--- config.mk ---
export PLATFORM = sky130hd
export DESIGN_NAME = exu_mem_seq
export DESIGN_NICKNAME = d
export VERILOG_FILES = /design/src/rtl/exu_mem_seq.sv
export SDC_FILE = /design/constraint.sdc
export NUM_CORES = 1
export LEC_CHECK = 0
export ABC_AREA = 1
export CORE_MARGIN = 8
export CORE_UTILIZATION = 30
export CTS_BUF_LIST = sky130_fd_sc_hd__clkbuf_2
export DETAILED_ROUTE_END_ITERATION = 8
export PLACE_DENSITY_LB_ADDON = 0.2
export SYNTH_ARGS = -nofsm -noshare
export SYNTH_HDL_FRONTEND = slang
export SYNTH_SLANG_ARGS = --single-unit
--- constraint.sdc ---
create_clock -name clk -period 2 [get_ports clk]
set_input_delay 0.2 -clock clk [delete_from_list [all_inputs] [get_ports clk]]
set_output_delay 0.2 -clock clk [all_outputs]
set_load 0.02 [all_outputs]
--- src/rtl/exu_mem_seq.sv ---
// Memory-access sequencer between decode and writeback: issues one valid/ready
// bus request per load/store, waits for the response (or a timeout), then holds the result for writeback.
module exu_mem_seq #(
    parameter int DATA_W  = 32,
    parameter int TIMEOUT = 255
) (
    input  logic              clk,
    input  logic              i_rst,
    input  logic              i_valid,
    output logic              o_ready,
    input  logic              i_is_load,
    input  logic              i_is_store,
    input  logic [1:0]        i_size,
    input  logic [DATA_W-1:0] i_alu_res,
    input  logic [DATA_W-1:0] i_store_data,
    output logic              o_mem_req_valid,
    input  logic              i_mem_req_ready,
    output logic [DATA_W-1:0] o_mem_addr,
    output logic              o_mem_wen,
    output logic [DATA_W-1:0] o_mem_wdata,
    output logic [3:0]        o_mem_wmask,
    input  logic              i_mem_rsp_valid,
    input  logic [DATA_W-1:0] i_mem_rdata,
    input  logic              i_mem_rsp_err,
    output logic              o_wb_valid,
    input  logic              i_wb_ready,
    output logic [DATA_W-1:0] o_wb_data,
    output logic              o_wb_err,
    output logic              o_busy
);

    localparam int CNT_W = (TIMEOUT > 1) ? $clog2(TIMEOUT) : 1;

    typedef enum logic [1:0] {
        IDLE     = 2'd0,
        MEM_REQ  = 2'd1,
        MEM_WAIT = 2'd2,
        WB       = 2'd3
    } state_t;

    state_t              r_state;
    state_t              w_state_next;
    logic [CNT_W-1:0]    r_cnt;
    logic                r_is_load;
    logic                r_mem_req_valid;
    logic [DATA_W-1:0]   r_mem_addr;
    logic                r_mem_wen;
    logic [DATA_W-1:0]   r_mem_wdata;
    logic [3:0]          r_mem_wmask;
    logic                r_wb_valid;
    logic [DATA_W-1:0]   r_wb_data;
    logic                r_wb_err;

    logic                w_accept;
    logic                w_is_mem;
    logic                w_fault;
    logic                w_timeout;
    logic [3:0]          w_wmask;
    logic [DATA_W-1:0]   w_wdata;

    assign w_accept  = i_valid && o_ready;
    assign w_is_mem  = i_is_load || i_is_store;
    assign w_fault   = (i_size == 2'd3)
                    || (i_size == 2'd1 && i_alu_res[0])
                    || (i_size == 2'd2 && i_alu_res[1:0] != 2'b00);
    assign w_timeout = (r_cnt == CNT_W'(TIMEOUT - 1));

    always_comb begin
        w_wmask = 4'b0000;
        case (i_size)
            2'd0:    w_wmask = 4'b0001 << i_alu_res[1:0];
            2'd1:    w_wmask = 4'b0011 << i_alu_res[1:0];
            2'd2:    w_wmask = 4'b1111;
            default: w_wmask = 4'b0000;
        endcase
    end

    // Each byte lane picks the byte/half/word source so narrow stores land on every lane.
    generate
        for (genvar gi = 0; gi < DATA_W / 8; gi++) begin : g_lane
            always_comb begin
                case (i_size)
                    2'd0:    w_wdata[gi*8 +: 8] = i_store_data[7:0];
                    2'd1:    w_wdata[gi*8 +: 8] = i_store_data[(gi % 2)*8 +: 8];
                    default: w_wdata[gi*8 +: 8] = i_store_data[gi*8 +: 8];
                endcase
            end
        end
    endgenerate

    always_ff @(posedge clk) begin
        if (i_rst) r_state <= IDLE;
        else       r_state <= w_state_next;
    end

    always_comb begin
        w_state_next = r_state;
        case (r_state)
            IDLE: begin
                if (w_accept) begin
                    if (w_is_mem && !w_fault) w_state_next = MEM_REQ;
                    else                      w_state_next = WB;
                end
            end
            MEM_REQ:  if (i_mem_req_ready) w_state_next = MEM_WAIT;
            MEM_WAIT: if (i_mem_rsp_valid || w_timeout) w_state_next = WB;
            WB:       if (i_wb_ready) w_state_next = IDLE;
            default:  w_state_next = IDLE;
        endcase
    end

    always_comb begin
        o_ready = (r_state == IDLE) && !i_rst;
        o_busy  = (r_state != IDLE);
    end

    always_ff @(posedge clk) begin
        if (i_rst) begin
            r_cnt           <= '0;
            r_is_load       <= 1'b0;
            r_mem_req_valid <= 1'b0;
            r_mem_addr      <= '0;
            r_mem_wen       <= 1'b0;
            r_mem_wdata     <= '0;
            r_mem_wmask     <= 4'b0000;
            r_wb_valid      <= 1'b0;
            r_wb_data       <= '0;
            r_wb_err        <= 1'b0;
        end else begin
            case (r_state)
                IDLE: begin
                    if (w_accept) begin
                        if (!w_is_mem) begin
                            r_wb_valid <= 1'b1;
                            r_wb_data  <= i_alu_res;
                            r_wb_err   <= 1'b0;
                        end else if (w_fault) begin
                            r_wb_valid <= 1'b1;
                            r_wb_data  <= '0;
                            r_wb_err   <= 1'b1;
                        end else begin
                            r_mem_req_valid <= 1'b1;
                            r_mem_addr      <= i_alu_res;
                            r_mem_wen       <= i_is_store;
                            r_mem_wdata     <= i_is_store ? w_wdata : '0;
                            r_mem_wmask     <= i_is_store ? w_wmask : 4'b0000;
                            r_is_load       <= i_is_load;
                        end
                    end
                end
                MEM_REQ: begin
                    if (i_mem_req_ready) begin
                        r_mem_req_valid <= 1'b0;
                        r_cnt           <= '0;
                    end
                end
                MEM_WAIT: begin
                    r_cnt <= r_cnt + 1'b1;
                    if (i_mem_rsp_valid) begin
                        r_wb_valid <= 1'b1;
                        r_wb_data  <= r_is_load ? i_mem_rdata : '0;
                        r_wb_err   <= i_mem_rsp_err;
                    end else if (w_timeout) begin
                        r_wb_valid <= 1'b1;
                        r_wb_data  <= '0;
                        r_wb_err   <= 1'b1;
                    end
                end
                WB: begin
                    if (i_wb_ready) r_wb_valid <= 1'b0;
                end
                default: ;
            endcase
        end
    end

    assign o_mem_req_valid = r_mem_req_valid;
    assign o_mem_addr      = r_mem_addr;
    assign o_mem_wen       = r_mem_wen;
    assign o_mem_wdata     = r_mem_wdata;
    assign o_mem_wmask     = r_mem_wmask;
    assign o_wb_valid      = r_wb_valid;
    assign o_wb_data       = r_wb_data;
    assign o_wb_err        = r_wb_err;

endmodule

; ---- Word-level counts from Yosys, hierarchy flattened
; Cells that the tools add are included.
[word_totals]
ff_bits = 115
inputBits = 107
out_inout_bits = 106
word_cells = 93
[op_classes]
n_addsub = 1
eq_ne = 15
shift = 2
mux = 37
n_bitwise = 1
reduce_logical = 26
[op_table]
columns = operator, n
row1 = 32-bit 2-to-1 mux, 7
row2 = 32-bit case mux with 2 select lines, 1
row3 = 8-bit case mux with 2 select lines, 2
row4 = 8-bit 2-to-1 mux, 3
row5 = 1-bit 2-to-1 mux, 13
row6 = "2-bit inequality test, second input constant", 6
row7 = 4-bit case mux with 3 select lines, 1
row8 = 4-bit AND reduction, 3
row9 = 2-bit 2-to-1 mux, 5
row10 = 5-bit AND reduction, 2
row11 = 2-bit nonzero test, 5
row12 = "8-bit by 1-bit adder with 8-bit output, second input constant", 1
row13 = "2-bit equality test, second input constant", 4
row14 = "8-bit equality test, second input constant", 1
row15 = 2-bit case mux with 4 select lines, 1
row16 = "3-bit inequality test, second input constant", 2
row17 = 1-bit logical AND, 5
row18 = "2-bit by 1-bit equality test with 1-bit output, second input constant", 2
row19 = 2-bit zero test, 2
row20 = 1-bit logical OR, 4
row21 = 4-bit 2-to-1 mux, 1
row22 = 1-bit case mux with 2 select lines, 2
row23 = "1-bit by 2-bit << shifter with 4-bit output, first input constant", 1
row24 = "2-bit by 2-bit << shifter with 4-bit output, first input constant", 1
row25 = 6 further kinds, 7

; ---- Depth between registers and ports, before layout
[logic_depth]
ltp_word = 9
mapped_depth = 11
depth_no_buf = 11

; ---- Worst setup path after synthesis
; OpenSTA, ideal clock, no wires.
[synth_timing]
kind = register -> register
start = reg r_state[0]
end = reg r_wb_data[0], in the netlist o_wb_data[0]
setup_time_ns = 0.113
t_arrival_ns = 1.446
t_required_ns = 1.887
path_slack_ns = 0.441
stages_incl_launch_ff = 10
n_path_buf = 1
synth_period_minus_slack_ns = 1.559
cell_sequence = dfxtp_1 > inv_1 > ha_1 > inv_2 > nor2_1 > a21boi_4 > buf_2 > nand3_1 > nand2_1 > nor2_1
[synth_via]
elab_chain_len = 5
word_cells_on_any_way = 10
cone_classes = 4 x eq/ne / 1 x mux / 5 x reduce/logical
[synth_rtl]
columns = element, line_no
row1 = start: declaration, 41  ; state_t r_state;
row2 = start signal: assignment, 93  ; else r_state <= w_state_next;
row3 = 2-bit zero test, "113, 130"
row4 = 1-bit logical AND, 113  ; o_ready = (r_state == IDLE) && !i_rst;
row5 = 1-bit logical AND, 61  ; assign w_accept = i_valid && o_ready;
row6 = 2-bit inequality test (no source line), --
row7 = 4-bit AND reduction (no source line), --
row8 = end signal: assignment, 135  ; r_wb_data <= i_alu_res;
row9 = end signal: assignment, 161  ; r_wb_data <= r_is_load ? i_mem_rdata : '0;
row10 = end: declaration, 51  ; logic [DATA_W-1:0] r_wb_data;
; Parallel ways exist; a longest one is shown, timed or not.
; A chain may end at the register's enable or synchronous reset.

; ---- Worst setup path after layout
[layout_timing]
start = reg r_mem_wdata[16], in the netlist o_mem_wdata[16]
end = out o_mem_wdata[16]
[layout_rtl]
columns = element, line_no
row1 = start: declaration, 48  ; logic [DATA_W-1:0] r_mem_wdata;
row2 = start signal: assignment, 145  ; r_mem_wdata <= i_is_store ? w_wdata : '0;
row3 = end: declaration, 20  ; output logic [DATA_W-1:0] o_mem_wdata,
; No word-level cell between the ends.

==> metrics.cfg <==
[route]
drt-vias-per-instance = 4.59
wl_met3_um = 1690
ant_nets = 0
drt_iter0_drc = 319
vias = 5975
wire_per_inst_um = 15.3
wl_met2_um = 9020
met1_length_um = 8960
drt_drc_violations_left = 0
wl_um = 20000
routed.top_layer = met5
dr.pass1.iters = 5

[worst_setup_path]
timing.rr.start = r_state[0]
arrival_ns = 1.68
cp_max_fo = 2
cpMaxStageDelayCell = clkdlybuf4s50_1
crit_path_start_kind = flip-flop
critPathMaxStageDelay_ns = 0.62
cp_num_buf_inv = 1
crit_family = buffers and inverters
crit_required_ns = 1.80
critPathKind = reg -> out
reg2reg_setup_slack_ns = 0.21
crit_chain = clkdlybuf4s50_1
crit_path_end_kind = output pin
critPathLaunch = o_mem_wdata[16]

[global_routing]
grt_pass1_vias = 5593
grt.total_usage_pct = 16.8
antenna_found_initial = 1
grt_pass1_wl_um = 31200
globalRouteOverflowTotal = 0
grt_max_degree = 71

[logic_synthesis]
synthArstFlopShare_pct = 0
syn_nets = 963
yosysTopAreaCellShare_pct = 41.4
synth_cells = 850
synth_area_sq_um = 5570
ys_types = 29
ys_seq_area_share_pct = 41.4
synth_edf_count = 0
ys_ff_latch = 115
synth_area_leaders = dfxtp_1 (41%), nand2_1 (16%), nor2_1 (10%)
synth_commonest_cells = nand2_1 (230), nor2_1 (149), dfxtp_1 (115), nand3_1 (99), a21oi_1 (63)
postSynthAreaPerCell_sq_um = 6.55
synthFlopType = dfxtp_1
synth_warnings = 0
yosysMostFrequentCell = nand2_1
synth.largest_area_cell = dfxtp_1

[place]
place_ws_ns = 0.0682
hpwl_um = 14800
io_buffers = 212
place.gp.congestion = 0.825
placed_area_sq_um = 8000

[timing]
slew_violations = 0
max-slew-margin-rel_pct = 51.3
layout_min_cycle_time_ns = 1.88
setup_ws_ns = 0.119
tns_ns = 0
hold_violations = 0
max_freq_mhz = 532
worst_slew_pin_slew_ns = 0.730
fin_crit_sh_pct = 94.1
skew_ns = 0.0411
setup_viol = 0
grt_setup_unrepaired = false

[final_layout]
nNetsFinal = 1169
n_fill_cell = 1924
seqCellArea_sq_um = 2300
multi_input_area_sq_um = 2770
area_growth_pct = 50.3
drive_gt1_share_pct = 7.67
stdcell_area_sq_um = 8370
n_antenna_cell = 0

[min_path]
hold_start = i_alu_res[9]
holdCritPathClass = in -> reg

[run_status]
status = complete, no violations

[run]
maxCapViolCount = 0

[floorplanning]
die-width_um = 152
dieArea_sq_um = 23200
pin_count = 213
start_util_pct = 30.2
core_sq_um = 18500
rows = 50
die_h_um = 152

[cts]
clk_path_buf_depth = 2
cts_tree = yes
clkSinkCount = 115
cts_buffers = 17
postCtsSetupRepairBufs = 0
clk_pin_slew_ns = 0.18
clk_latency_ns = 0.69
clock_tree.root_cell = clkbuf_2
cts_max_level = 4

[power]
p_leak_nw = 4.05
finalPower_mw = 8.80
p_per_area_nw_per_um2 = 1050
vdd_drop_max_v = 0.000402

## flip-flops by register name, summed over array words and instances (netlist names), 2 cells and up
register / cells
o_mem_wdata: 32
r_cnt: 8
r_state: 2
o_wb_data: 32
o_mem_addr: 32
o_mem_wmask: 4
## power breakdown
part	total [mW]	internal, mW	leakage [nW]	switching [mW]
clock	1.71	0.809	0.155	0.900
combinational	4.08	1.77	2.96	2.32
sequential	3.01	2.77	0.935	0.242
total	8.80	5.34	4.05	3.46
## cell type report
type | count | share of cell area [%]
Inverter | 62 | 2.80
Tap cell | 234 | 3.50
Sequential cell | 115 | 27.5
Timing Repair Buffer | 239 | 30.0
Clock inverter | 13 | 1.97
Clock buffer | 19 | 1.14
Multi-Input combinational cell | 621 | 33.1
## per-layer routing
metal,GRT usage (%),vias up
met1,21.1,2640
met2,26.7,197
met3,6.21,24
met5,0,-
met4,4.43,2
li1,-,3112
## kinds of logic after synthesis
| family | Yosys count | synth area share, % |
|---|---|---|
| compound gates | 120 | 11.4 |
| xor+xnor | 1 | 0.157 |
| fa+ha+maj | 6 | 1.35 |
| buf+inv | 114 | 9.28 |
| flops | 115 | 41.4 |
| simple gates | 494 | 36.5 |
## path summary, 6_finish.rpt
path              cells after the start         endpoint
setup / recovery                      1  o_mem_wdata[16]
hold reg to reg                       2         r_cnt[4]
hold / removal                        3    o_mem_addr[9]
setup reg to reg                     10    o_wb_data[17]
## cells in the final DEF, fill, tap and decap left out, types with 3 or more instances in the layout
cell type | synthesis | final
nor2_1 | 149 | 147
clkdlybuf4s50_1 | 0 | 173
inv_1 | 59 | 57
a21oi_1 | 63 | 63
o21ai_0 | 46 | 46
o21ai_1 | 4 | 4
bufinv_16 | 0 | 4
ha_1 | 6 | 5
clkbuf_2 | 0 | 19
inv_2 | 2 | 4
nand3_1 | 99 | 99
buf_12 | 0 | 8
clkinv_1 | 0 | 5
nor2_2 | 6 | 8
buf_4 | 3 | 18
dfxtp_1 | 115 | 113
clkinv_2 | 1 | 3
nand2_1 | 230 | 229
dlymetal6s2s_1 | 0 | 36
nand2_2 | 3 | 4
o21ai_2 | 3 | 3
## repair_timing
item,CTS,global route
resized for setup,10,38
hold endpoints to repair,2,0
endpoints found under the setup margin,2,38
hold buffers,1,0
## metrics by stage
stage / cells / hold WS [ns] / util, %
after global placement: 1270 / 0.446 / 43.3
final: 1303 / 0.123 / 45.3
after global routing: 1303 / 0.0368 / 45.3
after floorplan: 850 / 0.335 / -
after CTS: 1303 / 0.0373 / 44.9
after detailed placement: 1270 / 0.451 / 43.3
(Power assumes the default switching activity.)
